### src/rtl/instr_mem_pkg.sv
// Shared types and constants for the clocked instruction memory fetch block.
// Holds the fetch FSM encoding, the blank-word constant and sizing defaults.
package instr_mem_pkg;

  typedef enum logic [1:0] {
    IDLE = 2'd0,
    WAIT = 2'd1,
    RESP = 2'd2
  } state_t;

  localparam logic [31:0] NOP_WORD        = 32'h0000_0000;
  localparam int          MAX_WAIT_STATES = 7;
  localparam int          DEFAULT_DEPTH   = 128;

endpackage

### src/rtl/instr_mem_array.sv
// Instruction ROM with image rom[i] = i*3 and a registered, enable-gated read port.
// One-cycle read latency; the output word holds while rd_en is low.
module instr_mem_array #(
  parameter int DATA_WIDTH = 32,
  parameter int DEPTH      = 128,
  parameter int IDX_W      = $clog2(DEPTH)
) (
  input  logic                  clk,
  input  logic                  rst_n,
  input  logic                  rd_en,
  input  logic [IDX_W-1:0]      rd_idx,
  output logic [DATA_WIDTH-1:0] rd_word
);

  logic [DATA_WIDTH-1:0] rom [DEPTH];

  for (genvar g = 0; g < DEPTH; g++) begin : g_rom
    assign rom[g] = DATA_WIDTH'(g * 3);
  end

  // Only the read register is reset; the image itself is constant.
  always_ff @(posedge clk or negedge rst_n) begin
    if (!rst_n) begin
      rd_word <= '0;
    end else if (rd_en) begin
      rd_word <= rom[rd_idx];
    end
  end

endmodule

### src/rtl/instr_mem_fetch.sv
// Clocked instruction fetch: Req/Ready accept, Valid pulse WAIT_STATES+1 cycles later.
// Optional misaligned-address Fault output enabled by INSTR_MEM_MISALIGN_CHECK_EN.
module instr_mem_fetch
  import instr_mem_pkg::*;
#(
  parameter int DATA_WIDTH  = 32,
  parameter int ADDR_WIDTH  = 32,
  parameter int DEPTH       = DEFAULT_DEPTH,
  parameter int WAIT_STATES = 0
) (
  input  logic                  Clk,
  input  logic                  Reset_n,
  input  logic                  Req,
  input  logic [ADDR_WIDTH-1:0] Address,
  output logic                  Ready,
  output logic                  Valid,
  output logic [DATA_WIDTH-1:0] Instruction,
  output logic [ADDR_WIDTH-1:0] RespAddress,
  output logic                  OutOfRange
`ifdef INSTR_MEM_MISALIGN_CHECK_EN
  ,
  output logic                  Fault
`endif
);

  localparam int IDX_W  = $clog2(DEPTH);
  localparam int WS_EFF = (WAIT_STATES > MAX_WAIT_STATES) ? MAX_WAIT_STATES : WAIT_STATES;

  state_t                  state, state_nxt;
  logic [2:0]              cnt, cnt_nxt;
  logic [ADDR_WIDTH-1:0]   addr_q, resp_addr_q, src_addr;
  logic [IDX_W-1:0]        src_idx;
  logic [DATA_WIDTH-1:0]   rd_word;
  logic                    accept, enter_resp, src_oor, blank_nxt, oor_q, blank_q;

  assign Ready  = (state == IDLE) || (state == RESP);
  assign Valid  = (state == RESP);
  assign accept = Req && Ready;

  // A zero-wait accept reads straight from the bus; otherwise the latched address is used.
  assign src_addr   = accept ? Address : addr_q;
  assign src_idx    = src_addr[IDX_W+1:2];
  assign src_oor    = |src_addr[ADDR_WIDTH-1:IDX_W+2];
  assign enter_resp = (state_nxt == RESP);

`ifdef INSTR_MEM_MISALIGN_CHECK_EN
  logic src_mis, fault_q;
  assign src_mis   = |src_addr[1:0];
  assign blank_nxt = src_oor | src_mis;
  assign Fault     = fault_q;

  always_ff @(posedge Clk or negedge Reset_n) begin
    if (!Reset_n) begin
      fault_q <= 1'b0;
    end else if (enter_resp) begin
      fault_q <= src_mis;
    end
  end
`else
  assign blank_nxt = src_oor;
`endif

  always_comb begin
    state_nxt = state;
    cnt_nxt   = cnt;
    case (state)
      IDLE, RESP: begin
        if (accept) begin
          cnt_nxt   = 3'(WS_EFF);
          state_nxt = (WS_EFF == 0) ? RESP : WAIT;
        end else begin
          state_nxt = IDLE;
        end
      end
      WAIT: begin
        if (cnt == 3'd1) begin
          cnt_nxt   = 3'd0;
          state_nxt = RESP;
        end else begin
          cnt_nxt = cnt - 3'd1;
        end
      end
      default: state_nxt = IDLE;
    endcase
  end

  always_ff @(posedge Clk or negedge Reset_n) begin
    if (!Reset_n) begin
      state       <= IDLE;
      cnt         <= '0;
      addr_q      <= '0;
      resp_addr_q <= '0;
      oor_q       <= 1'b0;
      blank_q     <= 1'b0;
    end else begin
      state <= state_nxt;
      cnt   <= cnt_nxt;
      if (accept) begin
        addr_q <= Address;
      end
      if (enter_resp) begin
        resp_addr_q <= src_addr;
        oor_q       <= src_oor;
        blank_q     <= blank_nxt;
      end
    end
  end

  instr_mem_array #(
    .DATA_WIDTH (DATA_WIDTH),
    .DEPTH      (DEPTH),
    .IDX_W      (IDX_W)
  ) u_array (
    .clk     (Clk),
    .rst_n   (Reset_n),
    .rd_en   (enter_resp),
    .rd_idx  (src_idx),
    .rd_word (rd_word)
  );

  // Faulted or out-of-range responses return the blank word regardless of the ROM read.
  assign Instruction = blank_q ? DATA_WIDTH'(NOP_WORD) : rd_word;
  assign RespAddress = resp_addr_q;
  assign OutOfRange  = oor_q;

endmodule

### config.mk
export PLATFORM = sky130hd
export DESIGN_NAME = instr_mem_fetch
export DESIGN_NICKNAME = d
export VERILOG_FILES = /design/src/rtl/instr_mem_pkg.sv /design/src/rtl/instr_mem_array.sv /design/src/rtl/instr_mem_fetch.sv
export SDC_FILE = /design/constraint.sdc
export NUM_CORES = 1
export LEC_CHECK = 0
export ABC_AREA = 1
export BUFFER_PORTS_ARGS = -buffer_cell sky130_fd_sc_hd__buf_2
export CORE_MARGIN = 4
export CORE_UTILIZATION = 35
export CTS_CLUSTER_DIAMETER = 80
export DETAILED_ROUTE_END_ITERATION = 8
export GPL_ROUTABILITY_DRIVEN = 0
export PLACE_DENSITY = 0.69
export SYNTH_ARGS = -nofsm -noshare
export SYNTH_HDL_FRONTEND = slang
export SYNTH_SLANG_ARGS = --single-unit
### constraint.sdc
create_clock -name Clk -period 2.25 [get_ports Clk]
set_input_delay 0.225 -clock Clk [delete_from_list [all_inputs] [get_ports Clk]]
set_output_delay 0.225 -clock Clk [all_outputs]
set_load 0.01 [all_outputs]
==> impl_metrics.env, run 1 <==
export IMPL_ir_drop_v=0.000371
export IMPL_std_cell_rows=36
export IMPL_grt_pass1_vias=2827
export IMPL_cts_tree="built"
export IMPL_cts_hold_buf=1
export IMPL_routedWlPerCell_microns=13.0
export IMPL_ys_seq_area_share_pct=54.3
export IMPL_cts_buffers=9
export IMPL_finalHoldViolations=0
export IMPL_min_period_ns=1.90
export IMPL_max_freq_mhz=525
export IMPL_dpl_cell_count=606
export IMPL_p_leak_nw=2.21
export IMPL_fin_util_pct=42.8
export IMPL_root_buffer="clkbuf_8"
export IMPL_grt_pass1_wl_microns=13100
export IMPL_antenna_cells=0
export IMPL_status="complete, no violations"
export IMPL_synth_seq_cells=78
export IMPL_finalClockSkew_ns=0.00966
export IMPL_dieHeight_microns=109
export IMPL_dpl_cell_area_sq_mm=0.00400
export IMPL_worstSetupStartpointType="register"
export IMPL_clkLatencyLatePin_ns=0.35
export IMPL_crit_arrival_ns=2.15
export IMPL_hold_path_startpoint="Address[13]"
export IMPL_stdcell_count=623
export IMPL_cap_viol_max_count=0
export IMPL_syn_to_final_growth_pct=17.4
export IMPL_post_route_period_util_pct=84.7
export IMPL_nNetsFinal=524
export IMPL_clk_pin_slew_ns=0.08
export IMPL_worstPathRequired_ns=2.50
export IMPL_numPortBuffers=78
export IMPL_dieWidth_microns=109
export IMPL_drcViolationCount=0
export IMPL_timing_rr_start="state[0]"
export IMPL_slew_headroom_pct=63.3
export IMPL_drv_slew=0
export IMPL_synthesis_instances=407
export IMPL_drtIter0Drc=87
export IMPL_clock_path_buffers=2
export IMPL_critPathCaptureType="register"
export IMPL_routed_wl_microns=8120
export IMPL_postCtsSetupRepairBufs=0
export IMPL_finalSetupViolations=0
export IMPL_grt_max_degree=48
export IMPL_postRouteAntennaNets=0
export IMPL_core_area_sq_mm=0.00986
export IMPL_drt_pass1_iter_count=5
export IMPL_syn_area_per_cell_sq_um=8.83
export IMPL_powerDensity_mw_per_mm2=756
export IMPL_drive_above_1_share_pct=25.7
export IMPL_cp_startpoint="state[0]"
export IMPL_viasPerCell=4.52
export IMPL_tns_ns=0
export IMPL_p_total_mw=3.19
export IMPL_syn_area_sq_mm=0.00359
export IMPL_overflow=0
export IMPL_criticalPathCategory="reg2reg"
export IMPL_die_area_sq_mm=0.0120
export IMPL_worst_path_max_fanout=27
export IMPL_grt_usage_pct=14.1
export IMPL_hpwlAfterDp_microns=6070
export IMPL_cts_sinks=78
export IMPL_dr_total_vias=2818
export IMPL_worst_pin_slew_ns=0.550
export IMPL_yosysWarnings=0
export IMPL_cts_resized=0
export IMPL_rsz0062_at_grt="false"
export IMPL_io_pins=102
export IMPL_min_path_type="in2reg"
export IMPL_antenna_found_initial=0
export IMPL_nFillCells=1010
export IMPL_final_area_sq_mm=0.00422
export IMPL_htreeDepth=3
export IMPL_initial_utilization_pct=36.4
export IMPL_synthDistinctLibCells=27
## synthesized netlist by cell type
master | number | area share [%]
nor3_1 | 2 | 0.28
inv_4 | 1 | 0.17
nand2_4 | 4 | 1.3
o21ai_0 | 24 | 3.3
nor2_2 | 1 | 0.17
buf_8 | 1 | 0.42
nand3_1 | 24 | 3.3
a21oi_1 | 6 | 0.84
o22ai_1 | 2 | 0.35
nor2_1 | 35 | 3.7
nand2_1 | 98 | 10
dfrtp_1 | 78 | 54
inv_1 | 47 | 4.9
o221ai_1 | 1 | 0.24
o21ai_1 | 6 | 0.84
clkbuf_1 | 4 | 0.42
inv_2 | 4 | 0.42
buf_6 | 3 | 0.94
buf_2 | 5 | 0.70
ha_1 | 4 | 1.4
nand2_2 | 5 | 0.87
buf_4 | 27 | 5.6
a21oi_4 | 1 | 0.45
o21ai_2 | 9 | 2.2
conb_1 | 1 | 0.10
a31oi_1 | 13 | 2.3
a21oi_2 | 1 | 0.24
## state kept, by name, indices dropped and copies added, names as in the netlist
signal / count
addr_q: 32
cnt: 3
state: 2
blank_q: 1
u_array.rd_word: 8
RespAddress: 32
## layer usage
metal	global-route usage, %	vias to the layer above	share of wire, %
li1	-	1392	-
met1	18.2	1336	44
met2	23.5	81	49
met3	2.99	9	6.1
met4	4.63	0	0.92
met5	0	-	0
## per-stage QoR
| stage | hold slack (ns) | setup WS, ns |
|---|---|---|
| after floorplan | -0.0706 | 0.594 |
| after global placement | 0.191 | 0.458 |
| after detailed placement | 0.201 | 0.385 |
| after CTS | 0.0945 | 0.368 |
| after global routing | 0.0976 | 0.169 |
| final | 0.105 | 0.345 |
## worst paths after layout
| kind | endpoint | slack [ns] | cells after the start |
|---|---|---|---|
| worst max-delay path | u_array.rd_word[6] | 0.35 | 13 |
| worst min-delay path | addr_q[13] | 0.11 | 3 |
| worst max register to register | u_array.rd_word[6] | 0.35 | 13 |
| worst min register to register | addr_q[27] | 0.48 | 2 |
| max in group asynchronous | addr_q[8] | 1.29 | 3 |
| min in group asynchronous | u_array.rd_word[5] | 0.36 | 2 |
## power by group
group          internal, mW  total [mW]  switching, mW
Clock                 0.571        1.08          0.512
Combinational         0.180       0.507          0.327
Sequential             1.54        1.60         0.0621
## layout by cell type, fill, tap and decap left out, types with 9 or more instances in the layout
cell type and count:
nand2_1 98, dfrtp_1 78, buf_2 77, inv_1 47, nor2_1 35, nand3_1 24
o21ai_0 24, conb_1 23, a31oi_1 13, clkbuf_8 11, o21ai_2 9
## cell type report
| class | instances | area (sq um) | share of cell area (%) |
|---|---|---|---|
| Inverter | 52 | 198 | 4.68 |
| Clock inverter | 5 | 57.6 | 1.36 |
| Clock buffer | 11 | 151 | 3.59 |
| Tap cell | 133 | 166 | 3.94 |
| Multi-Input combinational cell | 259 | 1230 | 29.3 |
| Timing Repair Buffer | 85 | 460 | 10.9 |
| Sequential cell | 78 | 1950 | 46.2 |
## kinds of logic after synthesis
group           count (synthesis)  share of synthesized area (%)
simple gates                  169                           19.8
other cells                     1                          0.104
fa+ha+maj                       4                           1.39
flops                          78                           54.3
buf+inv                        92                           13.6
compound gates                 63                           10.8
## worst max-delay path, cell delays in order (launching register included)
cell	delay (ns)
dfrtp_1	0.43
inv_4	0.08
nand2_4	0.18
o21ai_2	0.28
ha_1	0.20
inv_1	0.04
nand3_1	0.10
nand2_1	0.11
nand3_1	0.09
nand3_1	0.07
nand2_1	0.08
inv_1	0.06
nand2_1	0.05
nand2_1	0.04
Note: power is estimated with default switching activity, not from simulation.
==> run 2: changes to the inputs <==
--- a/config.mk
+++ b/config.mk
@@ -12,7 +12,7 @@
 export CTS_CLUSTER_DIAMETER = 80
 export DETAILED_ROUTE_END_ITERATION = 8
 export GPL_ROUTABILITY_DRIVEN = 0
-export PLACE_DENSITY = 0.69
+export PLACE_DENSITY = 0.72
 export SYNTH_ARGS = -nofsm -noshare
 export SYNTH_HDL_FRONTEND = slang
 export SYNTH_SLANG_ARGS = --single-unit
==> constraint.sdc (replaced) <==
create_clock -name Clk -period 1.6 [get_ports Clk]
set_input_delay 0.16 -clock Clk [delete_from_list [all_inputs] [get_ports Clk]]
set_output_delay 0.16 -clock Clk [all_outputs]
set_load 0.01 [all_outputs]
==> run 2 against run 1 <==
Net effect: register-to-register slack worse by 0.37 ns; final cell count is 4.7% higher; utilization is 4.5 points higher; total power is 50% higher; count of clock-buffer cells in the layout is 2 lower; non-clock buffer count is 28 higher; flip-flop and latch count stayed put; sequential share of layout area is 4.4 points lower; critical path depth stayed put; the flow now finishes with violations (setup timing); clock power is 56% higher; global-route usage is 0.24 points higher; critical path type unchanged; setup slack worse by 0.37 ns.
==> impl_metrics.env, run 2 (synthesis gave the netlist of run 1 again) <==
export IMPL_rsz0062_at_grt="true"
export IMPL_core_area_sq_mm=0.00986
export IMPL_status="finished with violations"
export IMPL_tns_ns=-0.0270
export IMPL_grt_pass1_wl_microns=13200
export IMPL_worstReg2RegEnd="u_array.rd_word[6]"
export IMPL_powerDensity_mw_per_mm2=1030
export IMPL_pre_cts_slack_ns=-0.0955
export IMPL_min_period_ns=1.63
export IMPL_worstSetupStartpointType="register"
export IMPL_finalSetupViolations=1
export IMPL_rr_worst_depth=13
export IMPL_timing_rr_start="state[0]"
export IMPL_overflow=0
export IMPL_cts_tree="built"
export IMPL_nNetsFinal=553
export IMPL_finalClockSkew_ns=0.0124
export IMPL_htreeDepth=3
export IMPL_root_buffer="clkbuf_8"
export IMPL_criticalPathCategory="reg2reg"
export IMPL_max_freq_mhz=615
export IMPL_drive_above_1_share_pct=35.3
export IMPL_routed_wl_microns=8550
export IMPL_worstPathRequired_ns=1.85
export IMPL_viasPerCell=4.47
export IMPL_critPathCaptureType="register"
export IMPL_postRouteAntennaNets=0
export IMPL_grt_usage_pct=14.3
export IMPL_dieWidth_microns=109
export IMPL_dieHeight_microns=109
export IMPL_syn_to_final_growth_pct=29.7
export IMPL_grt_pass1_vias=2767
export IMPL_die_area_sq_mm=0.0120
export IMPL_antenna_cells=0
export IMPL_failed_checks="setup timing"
export IMPL_routedWlPerCell_microns=13.1
export IMPL_hold_depth=3
export IMPL_post_route_period_util_pct=102
export IMPL_worst_path_max_fanout=6
export IMPL_cap_viol_max_count=0
export IMPL_grt_max_degree=45
export IMPL_clkLatencyLatePin_ns=0.35
export IMPL_fin_ws_ns=-0.0270
export IMPL_cts_sinks=78
export IMPL_drcViolationCount=0
export IMPL_io_pins=102
export IMPL_dr_total_vias=2916
export IMPL_hold_path_startpoint="Address[17]"
export IMPL_p_total_mw=4.80
export IMPL_p_leak_nw=2.42
export IMPL_drt_pass1_iter_count=4
export IMPL_cts_buffers=9
export IMPL_antenna_found_initial=0
export IMPL_final_common_cell="nand2_1"
export IMPL_final_cell_mix="nand2_1, dfrtp_1, buf_2"
export IMPL_min_path_type="in2reg"
export IMPL_initial_utilization_pct=36.4
export IMPL_fin_util_pct=47.3
export IMPL_clock_path_buffers=2
export IMPL_clk_pin_slew_ns=0.09
export IMPL_std_cell_rows=36
export IMPL_finalHoldViolations=0
export IMPL_rrSetupSlack_ns=-0.03
export IMPL_crit_arrival_ns=1.87
export IMPL_numPortBuffers=78
export IMPL_drv_slew=0
export IMPL_ir_drop_v=0.000577
export IMPL_hpwlAfterDp_microns=6160
export IMPL_drtIter0Drc=94
export IMPL_min_to="addr_q[17]"
==> run 2: changes by cell type in the layout (fill, tap and decap cells not counted), moves of 4 or more <==
cell,before,now
nand2_4,4,8
nand2_1,98,89
nand3_1,24,19
buf_4,6,30
nand2_2,5,10
nand3_2,0,4
o21ai_1,6,2
==> run 2: power by group <==
group	internal (mW)	total (mW)	switching [mW]
Clock	0.900	1.68	0.779
Combinational	0.349	0.870	0.521
Sequential	2.17	2.25	0.0826
==> run 2: layout make-up <==
cell class                 count  area, sq um
fill                         949         5200
timing repair buffer         113          712
clock buffer                   9          124
sequential                    78         1950
inverter                      52          203
clock inverter                 7          104
multi-input combinational    260         1400
tap                          133          166
==> run 2: worst max path at each step <==
stage	start	to	slack (ns)	depth (start not counted)
6_report	state[0]	u_array.rd_word[6]	-0.03	13
5_1_grt	state[0]	u_array.rd_word[6]	-0.13	13
4_1_cts	state[0]	u_array.rd_word[6]	-0.008	14
3_5_place_dp	state[0]	u_array.rd_word[6]	-0.1	14
3_3_place_gp	state[0]	u_array.rd_word[6]	-0.02	14
2_1_floorplan	state[0]	u_array.rd_word[6]	-0.03	14
==> run 2: metal layers <==
layer | GRT usage, % | up-vias | part of all wire (%)
li1 | - | 1449 | -
met1 | 19.1 | 1375 | 43
met4 | 6.32 | 0 | 1.5
met2 | 22.6 | 81 | 49
met3 | 2.88 | 11 | 6.5
met5 | 0 | - | 0
==> run 2: worst max-delay path, cell delays in order, from the launching register on <==
cell and delay [ns]:
dfrtp_1 0.42, inv_4 0.12, nand2_8 0.10, o21ai_4 0.15
ha_2 0.20, inv_2 0.04, nand3_4 0.08, nand2_4 0.07
nand3_2 0.07, nand3_2 0.05, nand2_1 0.09, inv_1 0.05
nand2_1 0.05, nand2_1 0.04
==> run 2: through the flow <==
stage | hold slack, ns | instances | area [sq um]
2_1_floorplan | -0.136 | 429 | 3690
3_3_place_gp | 0.158 | 627 | 4210
3_5_place_dp | 0.165 | 627 | 4210
4_1_cts | 0.0175 | 647 | 4490
5_1_grt | 0.0316 | 652 | 4660
6_report | 0.0357 | 652 | 4660
==> run 2: repair_timing <==
| action | CTS | global route |
|---|---|---|
| gates cloned | 1 | 0 |
| hold endpoints to repair | 35 | 0 |
| setup endpoints to repair | 15 | 19 |
| pin swaps | 1 | 9 |
| resized for setup | 4 | 36 |
| hold buffers | 1 | 0 |
| buffers inserted | 2 | 5 |
